[src/rtl/clock_period_meter_pkg.sv]
// Shared definitions for the clock period meter: FSM encoding and default limits.
// The default timeout is also used by the divider testbench.
package clock_period_meter_pkg;

  typedef enum logic [1:0] {
    IDLE    = 2'd0,
    ARM     = 2'd1,
    MEASURE = 2'd2
  } state_t;

  localparam int unsigned DEFAULT_TIMEOUT     = 1000000;
  localparam int unsigned DEFAULT_SYNC_STAGES = 2;

endpackage

[src/rtl/clock_period_meter_sync_edge_detect.sv]
// Brings measclk into the refclk domain and flags its rising edges.
// Edge-to-rise latency is a constant SYNC_STAGES+1 cycles, so measured intervals are exact.
module clock_period_meter_sync_edge_detect
  import clock_period_meter_pkg::*;
#(
  parameter int unsigned SYNC_STAGES = DEFAULT_SYNC_STAGES
) (
  input  logic refclk,
  input  logic resetn,
  input  logic measclk,
  output logic s,
  output logic rise
);

  logic [SYNC_STAGES-1:0] sync_q;
  logic                   s_d;

  always_ff @(posedge refclk or negedge resetn) begin
    if (!resetn) begin
      sync_q <= '0;
      s_d    <= 1'b0;
    end else begin
      sync_q <= {sync_q[SYNC_STAGES-2:0], measclk};
      s_d    <= sync_q[SYNC_STAGES-1];
    end
  end

  assign s    = sync_q[SYNC_STAGES-1];
  assign rise = s & ~s_d;

endmodule

[src/rtl/clock_period_meter.sv]
// Measures period and high time of an asynchronous clock in refclk cycles.
// valid is a one-cycle pulse; period/high_time are stable from that cycle until the next valid.
module clock_period_meter
  import clock_period_meter_pkg::*;
#(
  parameter int unsigned W           = 32,
  parameter int unsigned SYNC_STAGES = DEFAULT_SYNC_STAGES,
  parameter int unsigned TIMEOUT     = DEFAULT_TIMEOUT
) (
  input  logic         refclk,
  input  logic         resetn,
  input  logic         enable,
  input  logic         measclk,
  output logic [W-1:0] period,
  output logic [W-1:0] high_time,
  output logic         valid,
  output logic         timeout,
  output logic         busy,
  output state_t       state
);

  localparam logic [W-1:0] ONE        = {{(W-1){1'b0}}, 1'b1};
  localparam logic [W-1:0] TIMEOUT_M1 = W'(TIMEOUT - 1);

  logic         s;
  logic         rise;
  state_t       state_n;
  logic [W-1:0] cnt, cnt_n;
  logic [W-1:0] hcnt, hcnt_n;
  logic [W-1:0] period_n, high_n;
  logic         valid_n, timeout_n;

  clock_period_meter_sync_edge_detect #(
    .SYNC_STAGES(SYNC_STAGES)
  ) u_sync (
    .refclk (refclk),
    .resetn (resetn),
    .measclk(measclk),
    .s      (s),
    .rise   (rise)
  );

  // Counters stick at all-ones rather than wrapping.
  function automatic logic [W-1:0] sat_inc(input logic [W-1:0] v, input logic inc);
    if (inc && (v != '1)) return v + ONE;
    return v;
  endfunction

  always_ff @(posedge refclk or negedge resetn) begin
    if (!resetn) begin
      state     <= IDLE;
      cnt       <= '0;
      hcnt      <= '0;
      period    <= '0;
      high_time <= '0;
      valid     <= 1'b0;
      timeout   <= 1'b0;
    end else begin
      state     <= state_n;
      cnt       <= cnt_n;
      hcnt      <= hcnt_n;
      period    <= period_n;
      high_time <= high_n;
      valid     <= valid_n;
      timeout   <= timeout_n;
    end
  end

  always_comb begin
    state_n   = state;
    cnt_n     = cnt;
    hcnt_n    = hcnt;
    period_n  = period;
    high_n    = high_time;
    valid_n   = 1'b0;
    timeout_n = timeout;
    // Dropping enable discards any in-flight measurement, even on a rise cycle.
    if (!enable) begin
      state_n   = IDLE;
      cnt_n     = '0;
      hcnt_n    = '0;
      timeout_n = 1'b0;
    end else begin
      case (state)
        IDLE: begin
          cnt_n   = '0;
          hcnt_n  = '0;
          state_n = ARM;
        end
        ARM: begin
          if (rise) begin
            state_n = MEASURE;
            cnt_n   = ONE;
            hcnt_n  = ONE;
          end else if (cnt >= TIMEOUT_M1) begin
            timeout_n = 1'b1;
            cnt_n     = '0;
          end else begin
            cnt_n = sat_inc(cnt, 1'b1);
          end
        end
        MEASURE: begin
          if (rise) begin
            period_n  = cnt;
            high_n    = hcnt;
            valid_n   = 1'b1;
            timeout_n = 1'b0;
            cnt_n     = ONE;
            hcnt_n    = ONE;
          end else if (cnt >= TIMEOUT_M1) begin
            timeout_n = 1'b1;
            cnt_n     = '0;
            hcnt_n    = '0;
            state_n   = ARM;
          end else begin
            cnt_n  = sat_inc(cnt, 1'b1);
            hcnt_n = sat_inc(hcnt, s);
          end
        end
        default: state_n = IDLE;
      endcase
    end
  end

  assign busy = (state != IDLE);

endmodule

[config.mk]
export PLATFORM = sky130hd
export DESIGN_NAME = clock_period_meter
export DESIGN_NICKNAME = d
export VERILOG_FILES = /design/src/rtl/clock_period_meter_pkg.sv /design/src/rtl/clock_period_meter_sync_edge_detect.sv /design/src/rtl/clock_period_meter.sv
export SDC_FILE = /design/constraint.sdc
export NUM_CORES = 1
export LEC_CHECK = 0
export ABC_CLOCK_PERIOD_IN_PS = 2200
export CAP_MARGIN = 20
export CORE_MARGIN = 4
export CORE_UTILIZATION = 50
export DETAILED_ROUTE_END_ITERATION = 8
export PLACE_DENSITY = 0.8
export SETUP_SLACK_MARGIN = 0.4
export SYNTH_ARGS = -nofsm -noshare
export SYNTH_HDL_FRONTEND = slang
export SYNTH_HIERARCHICAL = 1
export SYNTH_SLANG_ARGS = --single-unit
[constraint.sdc]
create_clock -name refclk -period 2.2 [get_ports refclk]
set_clock_uncertainty 0.1 [all_clocks]
set_input_delay 0.33 -clock refclk [delete_from_list [all_inputs] [get_ports refclk]]
set_output_delay 0.33 -clock refclk [all_outputs]
set_load 0.05 [all_outputs]
==> After elaboration in Yosys (flattened, before gate mapping) <==
Index checks and enable logic that the tools add are counted.
{ "word_totals": {"latchBits": 0, "ram_bits": 0, "register_bits": 135, "romBits": 0, "word_cells": 76, "out_inout_bits": 69, "memories": 0, "in_bits": 4} }
{ "op_classes": {"addsub": 2, "n_lt_le_gt_ge": 1, "mul": 0, "bitwise": 2, "shift": 0, "n_eq_ne": 13, "mux": 41, "n_reduce_logical": 8, "div_mod_pow": 0} }
{ "ops": {"columns": ["operator", "n"], "rows": [
  ["two-way mux 32 bit", 14],
  ["one-hot mux 32 bit (3 select lines)", 2],
  ["adder 32 x 1 -> 32 bit, second input constant", 2],
  ["!= test 32 bit, second input constant", 2],
  ["greater-or-equal comparator 32 x 20 -> 1 bit, second input constant", 1],
  ["two-way mux 1 bit", 19],
  ["!= test 5 bit, second input constant", 3],
  ["!= test 3 bit, second input constant", 4],
  ["AND reduction 3 bit", 4],
  ["two-way mux 2 bit", 4],
  ["one-hot mux 2 bit (3 select lines)", 1],
  ["!= test 4 x 1 -> 1 bit, second input constant", 1],
  ["!= test 3 x 1 -> 1 bit, second input constant", 1],
  ["== test 2 x 1 -> 1 bit, second input constant", 1],
  ["== test 2 bit, second input constant", 1],
  ["zero test 2 bit", 1],
  ["one-hot mux 1 bit (2 select lines)", 1],
  ["AND reduction 2 bit", 1],
  ["nonzero test 2 bit", 1],
  ["AND 1 bit", 1],
  ["logical AND 1 bit", 1],
  ["NOT 1 bit", 1]
]} }

==> Logic depth before layout (Yosys ltp) <==
Gate-level depths: netlist (run 1).
{ "logic_depth": {"word_depth": 12, "mapped_depth": 10, "depth_no_buf": 7} }

==> Modules after synthesis <==
Netlist (run 1), hierarchy kept.
{ "modules_own_cells": {"columns": ["mod", "area_each_um2", "instances", "seq_area_each_um2", "cells_each"], "rows": [
  ["clock_period_meter", 6473.7, 1, 3303.2, 588],
  ["clock_period_meter_sync_edge_detect", 88.8, 1, 75.1, 4]
]} }

==> Least setup slack after synthesis (run 1) <==
OpenSTA, ideal clock, no wires.
{ "synth_timing": {"path_type": "reg-to-reg", "start": "register state[0]", "end": "register hcnt[16]", "stages_incl_launch_ff": 11, "required_time_ns": 1.974, "slack_ns": -0.604, "path_buffers": 3, "arrival_ns": 2.578, "period_less_slack_ns": 2.804, "path_cell_list": "dfrtp_1 -> inv_1 -> ha_1 -> buf_6 -> or4b_1 -> buf_4 -> nand2_4 -> a311oi_4 -> and2_4 -> buf_4 -> a221o_1"} }
{ "synth_via": {"elab_chain_cells": 3} }
{ "synth_rtl": {"columns": ["element", "line_no", "text"], "rows": [
  ["start: declaration", "clock_period_meter.sv:19", "output state_t state"],
  ["start signal: assignment", "clock_period_meter.sv:59", "state <= state_n;"],
  ["== test 2 bit, or another cell as far along", "clock_period_meter.sv:84", "case (state)"],
  ["!= test 5 bit (no line), or another cell as far along", null, null],
  ["AND reduction 3 bit (no line) or two-way mux 32 bit (tied branches)", null, null],
  ["end signal: assignment", "clock_period_meter.sv:61", "hcnt <= hcnt_n;"],
  ["end: declaration", "clock_period_meter.sv:29", "logic [W-1:0] hcnt, hcnt_n;"]
]} }
Parallel ways exist; a longest one is shown, timed or not.
A chain may end at the register's enable or synchronous reset.

==> Worst setup path in the final report (run 1) <==
{ "layout_timing": {"start": "register state[0]", "end": "register hcnt[19]"} }
Same word-level chain as after synthesis.

==> impl_metrics.yaml, run 1 <==
worst_setup_path:
  worstRegToRegCells: 10
  crit_path_start_kind: "register"
  critPathLaunch: "state[0]"
  endpoint: "hcnt[19]"
  critPathKind: "register to register"
  critPathArrivalTime_ns: 2.70
  r2r_end: "hcnt[19]"
  critical_path_required_ns: 2.48
  reg2reg_from: "state[0]"
  reg2reg_slack_ns: -0.22
  path_max_fanout: 7
  end_kind: "register"
cells_and_area:
  fin_nets: 839
  syn2layout_area_growth_pct: 64.5
  drive_gt1_frac: 0.489
  multi_input_area_um2: 3980
  num_antenna_cells: 0
  seq_area_um2: 3390
  fillers: 579
  fin_area_um2: 10800
synthesis:
  synth_edf_count: 0
  syn_area_per_cell_um2: 11.1
  synth_seq_area_share: 0.515
  yosysUniqueCellTypes: 62
  syn_area_um2: 6560
  yosys_warnings: 6
  synth_fp_nets: 601
  syn_inst: 592
  synthFlopType: "dfrtp_1"
  async_flop_share: 1.00
  synth_seq_cells: 135
clocking:
  cts.path.max_buffers: 2
  cts_root_buf: "clkbuf_16"
  clk_latency_ns: 0.45
  cts_sinks: 135
  clkTransAtPathRegs_ns: 0.07
  cts_tree: "done"
  numCtsBuffers: 17
  htreeDepth: 4
run:
  max-cap-violations: 0
power_and_ir_drop:
  p_clk_frac: 0.456
  power.switching_mw: 1.77
  p_per_area_nw_per_um2: 603
  power.internal_mw: 4.74
  switching_share: 0.272
  power_frac_comb: 0.156
  peakVddDrop_v: 0.000591
  p_leak_nw: 5.25
  seq_power_share: 0.388
min_path:
  hold_class: "primary input to async pin"
die:
  num_rows: 41
  fp.dieArea_um2: 15000
  io_pins: 73
  start_util: 0.516
  die_h_um: 123
  dieWidth_um: 123
  coreArea_um2: 12700
placement:
  dp_slack_ns: -0.170
  place_area_um2: 8240
  gp_congestion: 0.901
  portBuffers: 72
  dpl.hpwl_mm: 11.6
route:
  via_count: 6806
  dr.pass1.iters: 8
  routed_wl_mm: 27.8
  drc: 0
  ant_nets: 0
  wire_per_inst_um: 27.4
  dr.first_iter.drc_count: 813
  via_per_inst: 6.71
run_status:
  status: "finished with violations"
  violations: "setup timing"
sta:
  tightest_slew_ns: 0.684
  layout_min_cycle_time_ns: 2.42
  rsz0062_at_grt: "yes"
  period_share: 1.10
  holdWs_ns: 0.201
  hold_viol: 0
  clock.fmax_ghz: 0.413
  fin_ws_ns: -0.221
  setup_viol: 54
  drv_slew: 0
  slew_headroom: 0.540
grt:
  grt_pass1_wl_mm: 32.5
  grt_pass1_vias: 6317
  grt_max_degree: 50
  antenna_found_initial: 0
  grt.overflow.total: 0
  track_usage: 0.279
==> cell usage after synthesis (all sizes together), types with 2 or more instances <==
cell,n,area share
dfrtp,135,0.51
nor2,53,0.030
mux2,52,0.089
nand2,45,0.027
nand3,27,0.021
and3,26,0.025
inv,24,0.014
buf,22,0.023
a221o,20,0.031
nand4,20,0.022
o21ai,20,0.016
a21oi,16,0.013
nor4,13,0.018
a31oi,11,0.010
nor3,11,0.0084
xnor2,9,0.012
and4,8,0.011
mux2i,8,0.012
and2,6,0.0061
ha,5,0.0095
o211ai,5,0.0057
a2111oi,4,0.011
a211oi,4,0.0084
a41oi,4,0.0053
and3b,4,0.0055
clkbuf,4,0.0023
or3,4,0.0046
a211o,3,0.0040
nand3b,3,0.0034
nand4b,3,0.0040
nor4b,3,0.0050
o31a,3,0.0042
or2,3,0.0029
a21o,2,0.0023
o211a,2,0.0031
==> what timing repair did <==
action | CTS | global route
buffers inserted | 26 | 37
gates resized for setup | 154 | 214
gates cloned | 4 | 10
pin swaps | 36 | 63
hold buffers | 1 | 0
endpoints found under the setup margin | 136 | 126
hold endpoints to repair | 74 | 0
==> layout by cell type, fill, tap and decap left out, types with 25 or more instances in the layout <==
cell / instances
buf_6: 33
dfrtp_1: 123
dlygate4sd2_1: 55
mux2_4: 48
nand2_1: 33
buf_4: 108
nor2_1: 30
clkbuf_16: 25
==> state kept, by name, indices dropped and copies added, names as in the netlist <==
name / cells
cnt: 32
hcnt: 32
high_time: 32
period: 32
state: 2
timeout: 1
u_sync/s_d: 1
u_sync/sync_q: 2
valid: 1
==> metrics by stage <==
step	utilization	setup TNS [ns]	instances	power, mW
2_1_floorplan	-	-7.30	592	2.86
3_3_place_gp	0.648	-2.81	905	3.08
3_5_place_dp	0.648	-6.00	905	3.09
4_1_cts	0.742	0	968	6.16
5_1_grt	0.849	-8.57	1015	6.62
6_report	0.849	-5.21	1015	6.51
==> worst max-delay path: stages, from the launching register on <==
cell	delay (ns)
dfrtp_2	0.45
inv_4	0.10
ha_4	0.16
buf_6	0.10
and3b_2	0.23
nand4_4	0.14
a2111oi_4	0.37
buf_6	0.21
clkbuf_16	0.17
and3_4	0.18
a221o_1	0.14
==> kinds of logic after synthesis <==
family | share of synthesized area
mux | 0.101
compound gates | 0.123
flops | 0.515
fa+ha+maj | 0.00953
buf+inv | 0.0393
simple gates | 0.200
xor+xnor | 0.0120
==> cell type report <==
| class | instances | area share |
|---|---|---|
| multi-input combinational | 407 | 0.369 |
| sequential | 135 | 0.314 |
| timing repair buffer | 245 | 0.233 |
| clock buffer | 18 | 0.0407 |
| tap | 172 | 0.0199 |
| clock inverter | 14 | 0.0146 |
| inverter | 24 | 0.00904 |
==> worst min-delay path by stage <==
| stage | startpoint | to | slack, ns | cells after the start |
|---|---|---|---|---|
| floorplan | resetn | cnt[0] | -0.07 | 0 |
| global route | resetn | high_time[8] | 0.22 | 2 |
| global placement | resetn | high_time[4] | 0.11 | 1 |
| finish | resetn | high_time[9] | 0.20 | 2 |
| CTS | resetn | hcnt[5] | 0.21 | 2 |
| detailed placement | resetn | high_time[4] | 0.11 | 1 |
==> routing by layer <==
metal | track usage | vias up | wire length (µm)
met3 | 0.0714 | 231 | 2520
met5 | 0 | - | 0
met1 | 0.330 | 3315 | 9690
met4 | 0.144 | 0 | 2280
li1 | - | 2677 | -
met2 | 0.470 | 583 | 13300
==> power by group through the flow <==
stage	logic, mW	registers, mW	clock network [mW]
after floorplan	0.276	2.58	0
after global placement	0.517	2.56	0
after detailed placement	0.532	2.56	0
after CTS	0.754	2.52	2.89
after global routing	1.03	2.52	3.07
final	1.01	2.52	2.97
Power figures use the tool's default switching activity.
==> inputs of run 2 (changes only) <==
Settings changed: SLEW_MARGIN set to 10, TNS_END_PERCENT set to 50.
==> run 2 against run 1 <==
  * The flow still finishes with violations (setup timing)
  * Routed wire length down 4.3%
  * Combinational power down 12%
  * Critical path depth down 2
  * Utilization down 1.3 points
  * Clock power down 2%
  * Final cell count unchanged
  * Sequential share of layout area up 0.45 points
  * Die area unchanged
  * Critical endpoint unchanged
  * Largest cell class unchanged
==> impl_metrics.yaml, run 2 (same netlist as run 1, synthesis figures left out) <==
run_status:
  status: "finished with violations"
  violations: "setup timing"
worst_setup_path:
  worstPathCellList: "a21oi_1, a211oi_4, buf_12, a2111oi_4, buf_6, buf_12, and3_4, a221o_1"
  critPathArrivalTime_ns: 2.74
  slowest_delay_ns: 0.49
  crit_slowest_cell: "a21oi_1"
  critical_path_required_ns: 2.46
  reg2reg_slack_ns: -0.28
  end_kind: "register"
  r2r_end: "hcnt[19]"
  path_delay_family: "compound AO/OA/AOI/OAI gates"
  crit_buf_inv: 3
  cp_common_cell: "buf_12"
  critPathKind: "register to register"
  worstRegToRegCells: 8
  crit_path_start_kind: "register"
  path_max_fanout: 7
  reg2reg_from: "cnt[8]"
die:
  dieWidth_um: 123
  die_h_um: 123
  start_util: 0.516
  coreArea_um2: 12700
  num_rows: 41
  io_pins: 73
  fp.dieArea_um2: 15000
route:
  dr.pass1.iters: 5
  routed.top_layer: "met4"
  via_per_inst: 6.54
  ant_nets: 0
  wire_per_inst_um: 26.2
  drt-met1-wl_mm: 9.42
  met2_length_mm: 13.1
  dr.first_iter.drc_count: 819
  wl_met3_mm: 2.34
  routed_wl_mm: 26.6
  via_count: 6638
  drc: 0
power_and_ir_drop:
  power.switching_mw: 1.67
  switching_share: 0.264
  p_per_area_nw_per_um2: 594
  p_leak_nw: 5.18
  seq_power_share: 0.400
  peakVddDrop_v: 0.000497
  totalPowerFinal_mw: 6.31
  p_clk_frac: 0.459
  power.internal_mw: 4.64
  power_frac_comb: 0.141
cells_and_area:
  syn2layout_area_growth_pct: 62.1
  final_cells: 1015
  fillers: 604
  num_antenna_cells: 0
  layout_common_cells: "dfrtp_1 (125), buf_4 (121), dlygate4sd2_1 (54)"
  multi_input_area_um2: 4020
  drive_gt1_frac: 0.499
  seq_area_um2: 3390
  mostFrequentLayoutCell: "dfrtp_1"
  fin_nets: 840
min_path:
  hold_depth: 0
  holdPathEnd: "u_sync/sync_q[1]"
  hold_class: "register to register"
  min-delay-start: "u_sync/sync_q[0]"
grt:
  grt.overflow.total: 0
  grt_pass1_wl_mm: 34.1
  grt_max_degree: 97
  track_usage: 0.293
  antenna_found_initial: 0
  grt_pass1_vias: 6416
sta:
  hold_viol: 0
  setup_tns_ns: -11.72
  setup_viol: 65
  clock.fmax_ghz: 0.404
  drv_slew: 0
  slew_headroom: 0.500
  rsz0062_at_grt: "yes"
  holdWs_ns: 0.278
  period_share: 1.13
  fin_ws_ns: -0.276
  tightest_slew_ns: 0.745
  layout_min_cycle_time_ns: 2.48
clocking:
  htreeDepth: 4
  cts.path.max_buffers: 2
  cts_root_buf: "clkbuf_16"
  cts_tree: "done"
  cts_sinks: 135
  numCtsBuffers: 17
  clk_latency_ns: 0.44
  clkTransAtPathRegs_ns: 0.06
run:
  max-cap-violations: 0
placement:
  portBuffers: 72
  dp_slack_ns: -0.180
  dpl.hpwl_mm: 11.4
  gp_congestion: 0.914
  dp_cells: 902
run 2: what timing repair did:
item	4_1_cts	5_1_grt
gates cloned	5	7
setup endpoints to repair	136	140
endpoints found under the hold margin	135	0
hold buffers	1	0
pin swaps	53	54
gates resized for setup	240	133
setup buffers	37	32
run 2: layout make-up:
cell class | instances | area share
tap | 172 | 0.0202
multi-input combinational | 409 | 0.378
timing repair buffer | 244 | 0.219
inverter | 24 | 0.00918
sequential | 135 | 0.319
clock inverter | 7 | 0.00882
clock buffer | 24 | 0.0462
run 2: through the flow:
stage	cell area (µm²)	utilization
detailed placement	8190	0.644
global placement	8190	0.644
CTS	9730	0.765
finish	10600	0.836
global route	10600	0.836
floorplan	6680	-
run 2: worst max-delay path by stage:
stage	endpoint	startpoint	slack [ns]	cells after the start
after CTS	hcnt[10]	cnt[12]	0.002	7
final	hcnt[19]	cnt[8]	-0.28	8
after detailed placement	cnt[25]	enable	-0.18	8
after global routing	hcnt[9]	cnt[11]	-0.32	9
after floorplan	hcnt[6]	state[0]	-0.34	10
after global placement	cnt[18]	enable	-0.16	7
run 2: per-layer routing:
metal	vias to the layer above	GRT usage
li1	2687	-
met2	535	0.497
met5	-	0
met4	0	0.136
met3	174	0.0691
met1	3242	0.354
run 2: worst reg2reg max path, delay by kind of cell (launching register included):
kind                   cells  cell delay, ns
AOI/OAI and AO/OA          4            1.15
buffers and inverters      3            0.52
DFF                        1            0.43
and+or+nand+nor            1            0.20
run 2: power by group through the flow:
stage                     clock, mW  combinational, mW  sequential [mW]
after detailed placement          0              0.518             2.56
after global routing           3.04              0.914             2.52
after CTS                      2.85              0.719             2.52
after global placement            0              0.506             2.56
after floorplan                   0              0.274             2.58
final                          2.90              0.890             2.52
==> variant, RTL diff (settings of run 2) <==
Change the parameter `W` from 32 to 36.
--- a/src/rtl/clock_period_meter.sv
+++ b/src/rtl/clock_period_meter.sv
@@ -4,5 +4,5 @@
   import clock_period_meter_pkg::*;
 #(
-  parameter int unsigned W           = 32,
+  parameter int unsigned W           = 36,
   parameter int unsigned SYNC_STAGES = DEFAULT_SYNC_STAGES,
   parameter int unsigned TIMEOUT     = DEFAULT_TIMEOUT
Interface: changed (resized high_time and period); port bits go from 73 to 81. No check against the original RTL was run, so the function may have changed too.
==> variant against run 2 <==
The flow still finishes with violations (setup timing); synthesized area is 9.2% higher; setup slack better by 0.063 ns; final area is 1.2% lower; worst hold slack worse by 0.025 ns; total power is 5.2% higher; sequential cell count is 16 higher; routed wire length is 16% lower; count of clock-buffer cells in the layout is 6 lower; critical endpoint is now cnt[14]; die area is 8.6% higher; largest power group unchanged.
==> variant: results (changes against run 2) <==
| Metric | Value |
|---|---|
| Net Sw Frac | 25.8% (-0.59 points) |
| Sum Neg Setup Slack | -7.25 ns (+4.47 ns) |
| Worst Reg-to-Reg Cells | 9 (+1) |
| Reg-to-reg endpoint | cnt[14] |
| Nets@finish | 875 (+4.2%) |
| Port bufs | 80 (+11%) |
| Final setup viols | 74 (+14%) |
| Top post-synthesis cells by count | dfrtp_1 (151), mux2_2 (60), nand2_1 (58) |
| Crit Reg-Reg Startpoint | cnt[12] |
| First-pass GRT wire length | 34.5 mm (+1.3%) |
| Status | complete, but fails checks |
| Synth cell types | 52 (-16%) |
| GR Util All Layers | 26.6% (-2.7 points) |
| Largest net degree at the start of global routing | 46 (-53%) |
| Syn Nets | 689 (+15%) |
| Worst Setup Slack, final | -0.212 ns (+0.0632 ns) |
| XOR/XNOR Fraction of Synth Area | 0.611% (-0.59 points) |
| Post-Layout Cell Count | 1059 (+4.3%) |
| Post-synthesis mux area share | 9.71% (-0.43 points) |
| Wire per inst | 21.0 microns (-20%) |
| Share of layout cells above drive strength 1 | 36.1% (-14 points) |
| Pleak | 5.15 nW (-0.57%) |
| Failing checks | setup timing |
| Compound-gate portion of the synthesized area | 14.0% (+1.7 points) |
| Synth area leaders | dfrtp_1 (53%), mux2_2 (9.4%), a31oi_1 (3.8%) |
| VDD IR-drop max | 666 uV (+34%) |
## variant: layout make-up
class,count,area share [%]
clock buffer,18,4.18
clock inverter,14,1.64
inverter,23,0.893
multi-input combinational,469,36.7
sequential,151,36.0
tap,180,2.14
timing repair buffer,204,18.4
## variant: worst min-delay path by stage
stage,cells after the start,endpoint,from
floorplan,0,cnt[0],resetn
global placement,1,high_time[3],resetn
detailed placement,1,high_time[3],resetn
CTS,1,u_sync/sync_q[0],measclk
global route,1,u_sync/sync_q[0],measclk
finish,1,u_sync/sync_q[0],measclk
## variant: power by group through the flow
stage / sequential [mW] / combinational, mW / clock (mW)
after global routing: 2.81 / 0.829 / 3.19
after floorplan: 2.88 / 0.305 / 0
final: 2.81 / 0.786 / 3.04
after detailed placement: 2.86 / 0.530 / 0
after CTS: 2.81 / 0.728 / 3.05
after global placement: 2.86 / 0.513 / 0
## variant: metal layers
| layer | part of all wire [%] | vias up | track usage (%) |
|---|---|---|---|
| met5 | 0 | - | 0 |
| li1 | - | 2870 | - |
| met2 | 52 | 352 | 46.0 |
| met4 | 3.5 | 0 | 12.4 |
| met1 | 38 | 3306 | 31.8 |
| met3 | 6.8 | 82 | 5.79 |
## variant: through the flow
step / worst slack (ns) / area (sq um) / power, mW
after floorplan: -0.0590 / 7430 / 3.19
after detailed placement: -0.147 / 9100 / 3.39
after global routing: -0.300 / 10500 / 6.83
after CTS: -0.117 / 10100 / 6.59
final: -0.212 / 10500 / 6.64
after global placement: -0.117 / 9100 / 3.37
## variant: what timing repair did
| action | in CTS | in global routing |
|---|---|---|
| gates resized for setup | 170 | 92 |
| buffers inserted | 8 | 6 |
| gates cloned | 4 | 0 |
| hold buffers | 1 | 0 |
| pin swaps | 33 | 8 |
| hold endpoints to repair | 41 | 0 |
| setup endpoints to repair | 152 | 89 |
